==> src/rtl/multiplicador_seq_param.sv <==
// Shift-add sequential multiplier, WIDTH x WIDTH -> 2*WIDTH product, one product bit per clock.
// Latency: start accepted at edge k -> done pulse in the cycle after edge k+WIDTH (busy WIDTH cycles).
// Backpressure: none; start ignored while busy, accepted in IDLE or DONE (back-to-back capable).
// Option MULT_SIGNED_EN: per-operation two's-complement mode selected by is_signed at accept.
module multiplicador_seq_param #(
  parameter int WIDTH = 8
) (
  input  logic                 clk,
  input  logic                 rst,
  input  logic                 start,
  input  logic                 is_signed,
  input  logic [WIDTH-1:0]     A,
  input  logic [WIDTH-1:0]     B,
  output logic                 busy,
  output logic                 done,
  output logic [2*WIDTH-1:0]   product,
  output logic [WIDTH-1:0]     S_result,
  output logic                 ov
);

  localparam int CW = $clog2(WIDTH + 1);
  localparam logic [CW-1:0] LAST_CNT = CW'(WIDTH - 1);

  typedef enum logic [1:0] {
    IDLE = 2'd0,
    RUN  = 2'd1,
    DONE = 2'd2
  } state_t;

  state_t             state_q, state_d;
  logic [WIDTH-1:0]   a_q, a_d;
  logic [2*WIDTH-1:0] acc_q, acc_d;
  logic [CW-1:0]      cnt_q, cnt_d;
  logic [2*WIDTH-1:0] product_q, product_d;
  logic               ov_q, ov_d;

  logic [WIDTH:0]     sum;
  logic [2*WIDTH-1:0] acc_step;
  logic [2*WIDTH-1:0] result;
  logic               result_ov;
  logic [WIDTH-1:0]   a_mag, b_mag;

`ifdef MULT_SIGNED_EN
  logic neg_q, neg_d;
  logic sgn_q, sgn_d;
`else
  // Mode input has no effect in the unsigned-only build.
  logic unused_is_signed;
  assign unused_is_signed = is_signed;
`endif

  // Operand conditioning: in signed mode the core only ever sees magnitudes.
  always_comb begin
    a_mag = A;
    b_mag = B;
`ifdef MULT_SIGNED_EN
    if (is_signed && A[WIDTH-1]) a_mag = '0 - A;
    if (is_signed && B[WIDTH-1]) b_mag = '0 - B;
`endif
  end

  // One shift-add step plus the final result/overflow as seen on DONE entry.
  always_comb begin
    sum       = {1'b0, acc_q[2*WIDTH-1:WIDTH]} + (acc_q[0] ? {1'b0, a_q} : {(WIDTH+1){1'b0}});
    acc_step  = {sum, acc_q[WIDTH-1:1]};
    result    = acc_step;
    result_ov = |acc_step[2*WIDTH-1:WIDTH];
`ifdef MULT_SIGNED_EN
    if (neg_q) result = '0 - acc_step;
    // Signed fit: upper half plus the WIDTH-1 sign bit must all match.
    if (sgn_q) result_ov = !((&result[2*WIDTH-1:WIDTH-1]) || !(|result[2*WIDTH-1:WIDTH-1]));
`endif
  end

  // Next-state for the FSM and datapath registers.
  always_comb begin
    state_d   = state_q;
    a_d       = a_q;
    acc_d     = acc_q;
    cnt_d     = cnt_q;
    product_d = product_q;
    ov_d      = ov_q;
`ifdef MULT_SIGNED_EN
    neg_d     = neg_q;
    sgn_d     = sgn_q;
`endif
    case (state_q)
      IDLE, DONE: begin
        state_d = IDLE;
        if (start) begin
          state_d = RUN;
          a_d     = a_mag;
          acc_d   = {{WIDTH{1'b0}}, b_mag};
          cnt_d   = '0;
`ifdef MULT_SIGNED_EN
          sgn_d   = is_signed;
          neg_d   = is_signed & (A[WIDTH-1] ^ B[WIDTH-1]);
`endif
        end
      end
      RUN: begin
        acc_d = acc_step;
        if (cnt_q == LAST_CNT) begin
          // Last bit consumed: publish the product, counter parks at zero.
          state_d   = DONE;
          cnt_d     = '0;
          product_d = result;
          ov_d      = result_ov;
        end else begin
          cnt_d = cnt_q + CW'(1);
        end
      end
      default: state_d = IDLE;
    endcase
  end

  // State and datapath registers; reset aborts any operation in flight.
  always_ff @(posedge clk or negedge rst) begin
    if (!rst) begin
      state_q   <= IDLE;
      a_q       <= '0;
      acc_q     <= '0;
      cnt_q     <= '0;
      product_q <= '0;
      ov_q      <= 1'b0;
`ifdef MULT_SIGNED_EN
      neg_q     <= 1'b0;
      sgn_q     <= 1'b0;
`endif
    end else begin
      state_q   <= state_d;
      a_q       <= a_d;
      acc_q     <= acc_d;
      cnt_q     <= cnt_d;
      product_q <= product_d;
      ov_q      <= ov_d;
`ifdef MULT_SIGNED_EN
      neg_q     <= neg_d;
      sgn_q     <= sgn_d;
`endif
    end
  end

  assign busy     = (state_q == RUN);
  assign done     = (state_q == DONE);
  assign product  = product_q;
  assign S_result = product_q[WIDTH-1:0];
  assign ov       = ov_q;

endmodule

==> config.mk <==
export PLATFORM = sky130hd
export DESIGN_NAME = multiplicador_seq_param
export DESIGN_NICKNAME = d
export VERILOG_FILES = /design/src/rtl/multiplicador_seq_param.sv
export SDC_FILE = /design/constraint.sdc
export NUM_CORES = 1
export LEC_CHECK = 0
export CELL_PAD_IN_SITES_DETAIL_PLACEMENT = 0
export CELL_PAD_IN_SITES_GLOBAL_PLACEMENT = 1
export CORE_MARGIN = 4
export CORE_UTILIZATION = 45
export CTS_BUF_LIST = sky130_fd_sc_hd__clkbuf_4
export CTS_CLUSTER_SIZE = 8
export DETAILED_ROUTE_END_ITERATION = 12
export DONT_BUFFER_PORTS = 1
export PLACE_DENSITY_LB_ADDON = 0.1
export SYNTH_ARGS = -nofsm -noshare
export SYNTH_HDL_FRONTEND = slang
export SYNTH_SLANG_ARGS = --single-unit
export TNS_END_PERCENT = 20
==> constraint.sdc <==
create_clock -name clk -period 3.5 [get_ports clk]
set_clock_uncertainty 0.15 [all_clocks]
set_input_delay 1.05 -clock clk [delete_from_list [all_inputs] [get_ports clk]]
set_output_delay 1.05 -clock clk [all_outputs]
set_load 0.02 [all_outputs]
; After elaboration in Yosys (flattened, before gate mapping)
; Index checks and enable logic that the tools add are counted.
[classes]
reduce_logical = 7
n_mux = 9
n_addsub = 2
eq_ne = 5
[ops]
columns = op, n
row1 = $pmux 16 s2, 1
row2 = $mux 16, 1
row3 = $add 8x8->9, 1
row4 = $mux 4, 2
row5 = $mux 8, 1
row6 = $pmux 4 s2, 1
row7 = $reduce_or 8->1, 1
row8 = $reduce_and 2->1, 3
row9 = $add 4x1->4 const B, 1
row10 = $eq 4x3->1 const B, 1
row11 = $pmux 2 s2, 1
row12 = $eq 2x1->1 const B, 1
row13 = $eq 2x2->1 const B, 1
row14 = $logic_not 2->1, 1
row15 = $mux 2, 1
row16 = $ne 2x1->1 const B, 1
row17 = $ne 2x2->1 const B, 1
row18 = $reduce_bool 2->1, 1
row19 = $reduce_or 2->1, 1
row20 = $mux 1, 1
[word_totals]
inputBits = 20
ff_bits = 47
word_cells = 29

; Longest topological paths before layout
; Gate-level depths: netlist of run 1.
[logic_depth]
depth_word = 4
depth_mapped = 8
mapped_depth_nobuf = 8

; Worst setup path before layout of run 1
; No wires, ideal clock.
[synth_timing]
kind = reg-to-reg
startpoint = reg acc_q[0]
endpoint = reg ov_q, in the netlist ov
synth_period_minus_slack_ns = 2.755
arrival_ns = 2.479
path_stages_with_launch = 9
setup_slack_ns = 0.745
path_cell_list = dfrtp_1 and2_1 ha_1 fa_1 a21o_1 a221oi_2 xnor2_1 or4_1 o32a_1
[synth_via]
elab_chain_len = 3
[synth_rtl]
columns = element, line_no
row1 = "start, declared", 32  ; logic [2*WIDTH-1:0] acc_q, acc_d;
row2 = "start signal, assigned", 122  ; acc_q <= '0;
row3 = "start signal, assigned", 133  ; acc_q <= acc_d;
row4 = $mux 8, 64  ; sum = {1'b0, acc_q[2*WIDTH-1:WIDTH]} + (acc_q[0] ? {1'b0, a_q} : {(WIDTH+1){1'b0}});
row5 = $add 8x8->9, 64
row6 = $reduce_or 8->1, 67  ; result_ov = |acc_step[2*WIDTH-1:WIDTH];
row7 = "end signal, assigned", 136  ; ov_q <= ov_d;
row8 = "end, declared", 35  ; logic ov_q, ov_d;
; Every way passes these cells.
; A chain may end at the register's enable or synchronous reset.

; Worst setup path after layout of run 1
; Same ends and word-level chain as after synthesis.

==> metrics, run 1 <==
Slew HR=0.679; critical path depth in cells=8; hold crit path type=input pin to asynchronous set/reset pin; r2r setup slk=approximately 430 ps; CP Buf/Inv Count=0; Max Clk Rate=0.326 GHz; RSZ-0062 raised after global routing=false; outcome=completed; largest net degree at the start of global routing=48; root buf cell=clkbuf_4; synthesized area=2330 um2; most frequent cell after synthesis=dfrtp_1; Pleak=1.04 nW; Top FF cell, synth=dfrtp_1; sequential element share of the synthesized area=0.505; Die W=approximately 80 um; drt wl/cell=17.4 um; Critical Path, Cell by Cell=and2_1, ha_1, fa_1, a21o_1, a221oi_2, xnor2_1, or4_1, o32a_1; clk_lat worst skew=360 ps; Num CTS Buffers=5; simple-gate area share of the yosys netlist=0.107; fin crit share=0.876; row count=25; hold slack=212 ps; Final setup viols=0; max-cap violation count=0; Core Footprint=between 4000 and 5000 um2; WL final=4520 um; GR Util All Layers=0.160; vias=1,430; fillers=460; synth cell count leaders=dfrtp_1 (47), mux2_2 (23), nand2_1 (17), o21ai_0 (15); Worst R2R Start=acc_q[0]; cell area power density=990 nW/um2; slowest CP cell=or4_1; worst setup path end=ov; crit path capture type=register; Post-synth EDFFs=0; GR Overflow Total=0; antenna violations before repair=0; # nets final=approximately 220; WP data required=3610 ps; residual DRC count=0; quantity of hold-fixing buffers added after cts=0; drt first pass iters=4; Worst-Margin Slew=479 ps; largest area contributor in the netlist=dfrtp_1; XOR/XNOR Fraction of Synth Area=0.0150; worst reg2reg path depth=8; port bufs=0; die area=6390 um2; placer's final routability congestion estimate=0.853; Compound-Gate Fraction of Synth Area=0.119; n_diodes=0; Max FO, Critical Path=9; Initial Utilization=0.477; vias in the first global route=between 1.5k and 2k; Antenna Nets Post-Route=0; DRT iter0 DRCs=77; Yosys cell types=between 40 and 50; crit-path max cell delay=about 540 ps; syn_nets=228; Die Y=~80 um; mux contribution to synthesized area=0.150; area grow syn2layout=3.01%; Reg-to-Reg End=ov; CP Launch Type=register; post-synth top area share=0.505; Synth warnings=0; setup_tns=0 ps; io pins=47; Vias/cell=5.50; clock buffer depth=2; post-DP HPWL=3200 um; H-tree depth=2; first-pass GRT wire length=7790 um; Slew Viols, Final=0; critical path type=register to register; Post-Synth Adder-Cell Area=0.0569; largest cells by area after synthesis=dfrtp_1 (50%), mux2_2 (11%), ha_1 (4.8%), mux2i_1 (3.9%), o21ai_0 (3.2%); Resized Gates After CTS=0; crit path from=acc_q[0]; Final min period=3070 ps; share of layout cells above drive strength 1=0.218; CTS tree=done; Max VDD drop=around 430 uV; largest family of logic cells by synthesized area=multiplexers; Worst-path clk slew=140 ps; Worst path top cell family by delay=compound AO/OA/AOI/OAI gates; Synth Instances=around 200; Final Hold Fails=0; clock tree sinks=47; Async S/R FF share, synth=1.00; Syn Area/Cell=11.8 um2; Yosys reg bits=47; arrival time at the worst endpoint=3170 ps; post-CTS setup buffer count=0
[cell type report]
| type | instances | area, um2 | share of cell area |
|---|---|---|---|
| clock buffer | 6 | 45.0 | 0.0188 |
| sequential | 47 | 1180 | 0.490 |
| timing repair buffer | 4 | 30.0 | 0.0125 |
| tap | 67 | 83.8 | 0.0349 |
| multi-input combinational | 132 | 1040 | 0.435 |
| clock inverter | 2 | 12.5 | 0.00521 |
| inverter | 2 | 7.51 | 0.00313 |
[metal layers]
layer | routed length, um | part of all wire | global-route usage | vias to the layer above
li1 | - | - | - | 688
met1 | 2070 | 0.46 | 0.206 | 703
met2 | 2130 | 0.47 | 0.253 | 34
met3 | 261 | 0.058 | 0.0497 | 5
met4 | 62 | 0.014 | 0.0541 | 0
met5 | 0 | 0 | 0 | -
[cells in the final DEF (no fill, tap or decap), types with 4 or more instances in the layout]
| master | netlist | layout |
|---|---|---|
| nand2b_1 | 4 | 4 |
| nor2_1 | 5 | 5 |
| o21ai_0 | 15 | 15 |
| a22o_1 | 7 | 7 |
| nand2_1 | 17 | 17 |
| buf_4 | 8 | 4 |
| ha_1 | 9 | 9 |
| and2_1 | 9 | 9 |
| dfrtp_1 | 47 | 47 |
| mux2_2 | 23 | 23 |
| mux2i_1 | 9 | 9 |
| clkbuf_4 | 0 | 6 |
[through the flow]
| stage | total power, W | utilization | area (um2) | setup WS, ps | instances |
|---|---|---|---|---|---|
| after floorplan | 0.00197 | - | 2330 | 745 | 198 |
| after global placement | 0.00210 | 0.480 | 2340 | 466 | 252 |
| after detailed placement | 0.00214 | 0.480 | 2340 | 472 | 252 |
| after CTS | 0.00240 | 0.492 | 2400 | 451 | 260 |
| after global routing | 0.00258 | 0.492 | 2400 | 298 | 260 |
| final | 0.00238 | 0.492 | 2400 | 434 | 260 |
[worst min path at each step]
stage | from | end | cells after the start
5_1_grt | rst | a_q[0] | 0
3_3_place_gp | cnt_q[3] | cnt_q[3] | 1
6_report | rst | product[2] | 0
3_5_place_dp | cnt_q[3] | cnt_q[3] | 1
4_1_cts | rst | product[8] | 0
2_1_floorplan | cnt_q[3] | cnt_q[3] | 1
[flip-flops by register name (all words and copies together) (netlist names)]
name	count
a_q	8
acc_q	16
cnt_q	4
ov	1
product	16
state_q	2
[kinds of logic after synthesis]
kind of cell / after synthesis
DFF: 47
adders and majority gates: 10
muxes: 32
and+or+nand+nor: 47
AOI/OAI and AO/OA: 39
xor gates and xnor gates: 4
buffers and inverters: 19
[where the power goes]
group / internal [W] / switching [W] / leakage [nW] / total, W
Combinational: 0.000461 / 0.000506 / 0.439 / 0.000966
Sequential: 0.000793 / 0.000357 / 0.572 / 0.00115
Clock: 0.0000856 / 0.000175 / 0.0317 / 0.000260
No activity file was read; power rests on OpenSTA's default activity.
==> run 2, diff against run 1 <==
--- a/config.mk
+++ b/config.mk
@@ -9,7 +9,7 @@
 export CELL_PAD_IN_SITES_GLOBAL_PLACEMENT = 1
 export CORE_MARGIN = 4
 export CORE_UTILIZATION = 45
-export CTS_BUF_LIST = sky130_fd_sc_hd__clkbuf_4
+export CTS_BUF_LIST = sky130_fd_sc_hd__clkbuf_4 sky130_fd_sc_hd__clkbuf_8 sky130_fd_sc_hd__clkbuf_16
 export CTS_CLUSTER_SIZE = 8
 export DETAILED_ROUTE_END_ITERATION = 12
 export DONT_BUFFER_PORTS = 1
==> constraint.sdc (replaced) <==
create_clock -name clk -period 3.5 [get_ports clk]
set_clock_uncertainty 0.15 [all_clocks]
set_input_delay 0.7 -clock clk [delete_from_list [all_inputs] [get_ports clk]]
set_output_delay 0.7 -clock clk [all_outputs]
set_load 0.02 [all_outputs]
==> run 2 against run 1 <==
Non-clock buffer count did not move. Setup slack improved by 13 ps. Critical path depth did not move. Fmax rose by 0.43%. Die area did not move. Cell area rose by 2.9%. Critical path type unchanged. Largest power group unchanged.
==> metrics, run 2 (same netlist as run 1, synthesis figures left out) <==
outcome=completed; area grow syn2layout=5.96%; slowest CP cell=or4_1; Final min period=3050 ps (-13.0 ps); Critical Path, Cell by Cell=and2_1, ha_1, fa_1, a21o_1, a221oi_2, xnor2_1, or4_1, o32a_1; n_diodes=0 (unchanged); hold slack=78.3 ps (-134 ps); # nets final=222 (unchanged); fin crit share=0.872 (-0.00372); Pleak=1.07 nW (+2.5%); worst reg2reg path depth=8 (unchanged); post-DP HPWL=3070 um (-4.2%); Num CTS Buffers=5 (unchanged); clock buffer depth=2 (unchanged); clock tree sinks=47 (unchanged); Slew HR=0.397 (-0.282); Met2 Routed Length=2090 um (-1.6%); WP data required=3550 ps (-60 ps); most common cell after layout, fill and taps aside=dfrtp_1; Antenna Nets Post-Route=0 (unchanged); crit-path max cell delay=550 ps (about the same); RSZ-0062 raised after global routing=false; crit path capture type=register; root buf cell=clkbuf_8; antenna violations before repair=0 (unchanged); GR Overflow Total=0 (unchanged); residual DRC count=0 (unchanged); critical path depth in cells=8 (unchanged); Final Hold Fails=0 (unchanged); largest net degree at the start of global routing=48 (unchanged); Post-Route M1 WL=2070 um (+0.14%); H-tree depth=2 (unchanged); commonest cells after routing, fill and taps aside=dfrtp_1 (47), mux2_2 (23), nand2_1 (17); Worst path top cell family by delay=compound AO/OA/AOI/OAI gates; CP Launch Type=register; Max FO, Critical Path=9 (unchanged); CTS tree=done; Max VDD drop=362 uV (-16%); clk_lat worst skew=300 ps (-60 ps); row count=25 (unchanged); share of layout cells above drive strength 1=0.214 (-0.00407); DRT iter0 DRCs=76 (-1.3%); Max Used Layer=met4; Max Clk Rate=0.328 GHz (+0.43%); Initial Utilization=0.477 (unchanged); io pins=47 (unchanged); critical path type=register to register; DR WL met3=220 um (-16%); Vias/cell=5.54 (+0.67%); GR Util All Layers=0.157 (-0.00268); first-pass GRT wire length=7760 um (-0.36%); vias=1,434 (+0.28%); cell area power density=1020 nW/um2 (+2.6%); WL final=4460 um (-1.3%); arrival time at the worst endpoint=3100 ps (-70 ps); Core Footprint=4880 um2 (unchanged); vias in the first global route=1,562 (-0.064%); placed instance count=251 (-0.40%); Die W=80.0 um (unchanged); hold crit path type=input pin to asynchronous set/reset pin; CP Buf/Inv Count=0 (unchanged); placer's final routability congestion estimate=0.856 (+0.33%); port bufs=0 (unchanged); Final setup viols=0 (unchanged); Slew Viols, Final=0 (unchanged); Die Y=80.0 um (unchanged); Worst-Margin Slew=901 ps (+423 ps); Non-Filler Instances=259 (-0.38%); max-cap violation count=0 (unchanged); post-CTS setup buffer count=0 (unchanged); setup_tns=0 ps (unchanged); Worst-path clk slew=100 ps (-40 ps); die area=6390 um2 (unchanged); drt wl/cell=17.2 um (-0.92%); drt first pass iters=4 (unchanged)
[run 2: changes by cell type in the layout (fill, tap and decap cells not counted), sizes merged]
cell,change
clkbuf,-1
bufinv,+1
clkinv,-1
[run 2: per-layer routing]
layer | vias up | GRT usage
li1 | 679 | -
met1 | 714 | 0.209
met2 | 33 | 0.246
met3 | 8 | 0.0429
met4 | 0 | 0.0541
met5 | - | 0
[run 2: repair_timing]
action | 4_1_cts | 5_1_grt
hold buffers | 1 | 0
gates resized for setup | 0 | 0
endpoints found under the hold margin | 47 | 0
[run 2: path summary, 6_finish.rpt]
kind	start	end	slack [ps]
setup / recovery	acc_q[0]	ov	450
hold / removal	rst	acc_q[14]	80
setup reg to reg	acc_q[0]	ov	450
hold reg to reg	cnt_q[3]	cnt_q[3]	330
max in group asynchronous	rst	product[14]	2910
min in group clk	cnt_q[3]	cnt_q[3]	330
[run 2: through the flow]
step,utilization,setup slack [ps],total power (W),area (um2)
6_report,0.506,447,0.00251,2470
5_1_grt,0.506,335,0.00270,2470
4_1_cts,0.506,449,0.00254,2470
3_5_place_dp,0.478,450,0.00213,2330
3_3_place_gp,0.478,459,0.00209,2330
2_1_floorplan,-,745,0.00197,2330
[run 2: final cells by class]
cell class                 count  area, um2
fill                         472       2410
sequential                    47       1180
multi-input combinational    132       1040
tap                           67       83.8
clock buffer                   5       68.8
timing repair buffer           4       50.0
clock inverter                 2       37.5
inverter                       2       7.51
[run 2: report_power, final]
part / internal (W) / leakage (nW) / switching [W]
registers: 0.000795 / 0.572 / 0.000359
logic: 0.000457 / 0.447 / 0.000506
clock network: 0.000209 / 0.0502 / 0.000183
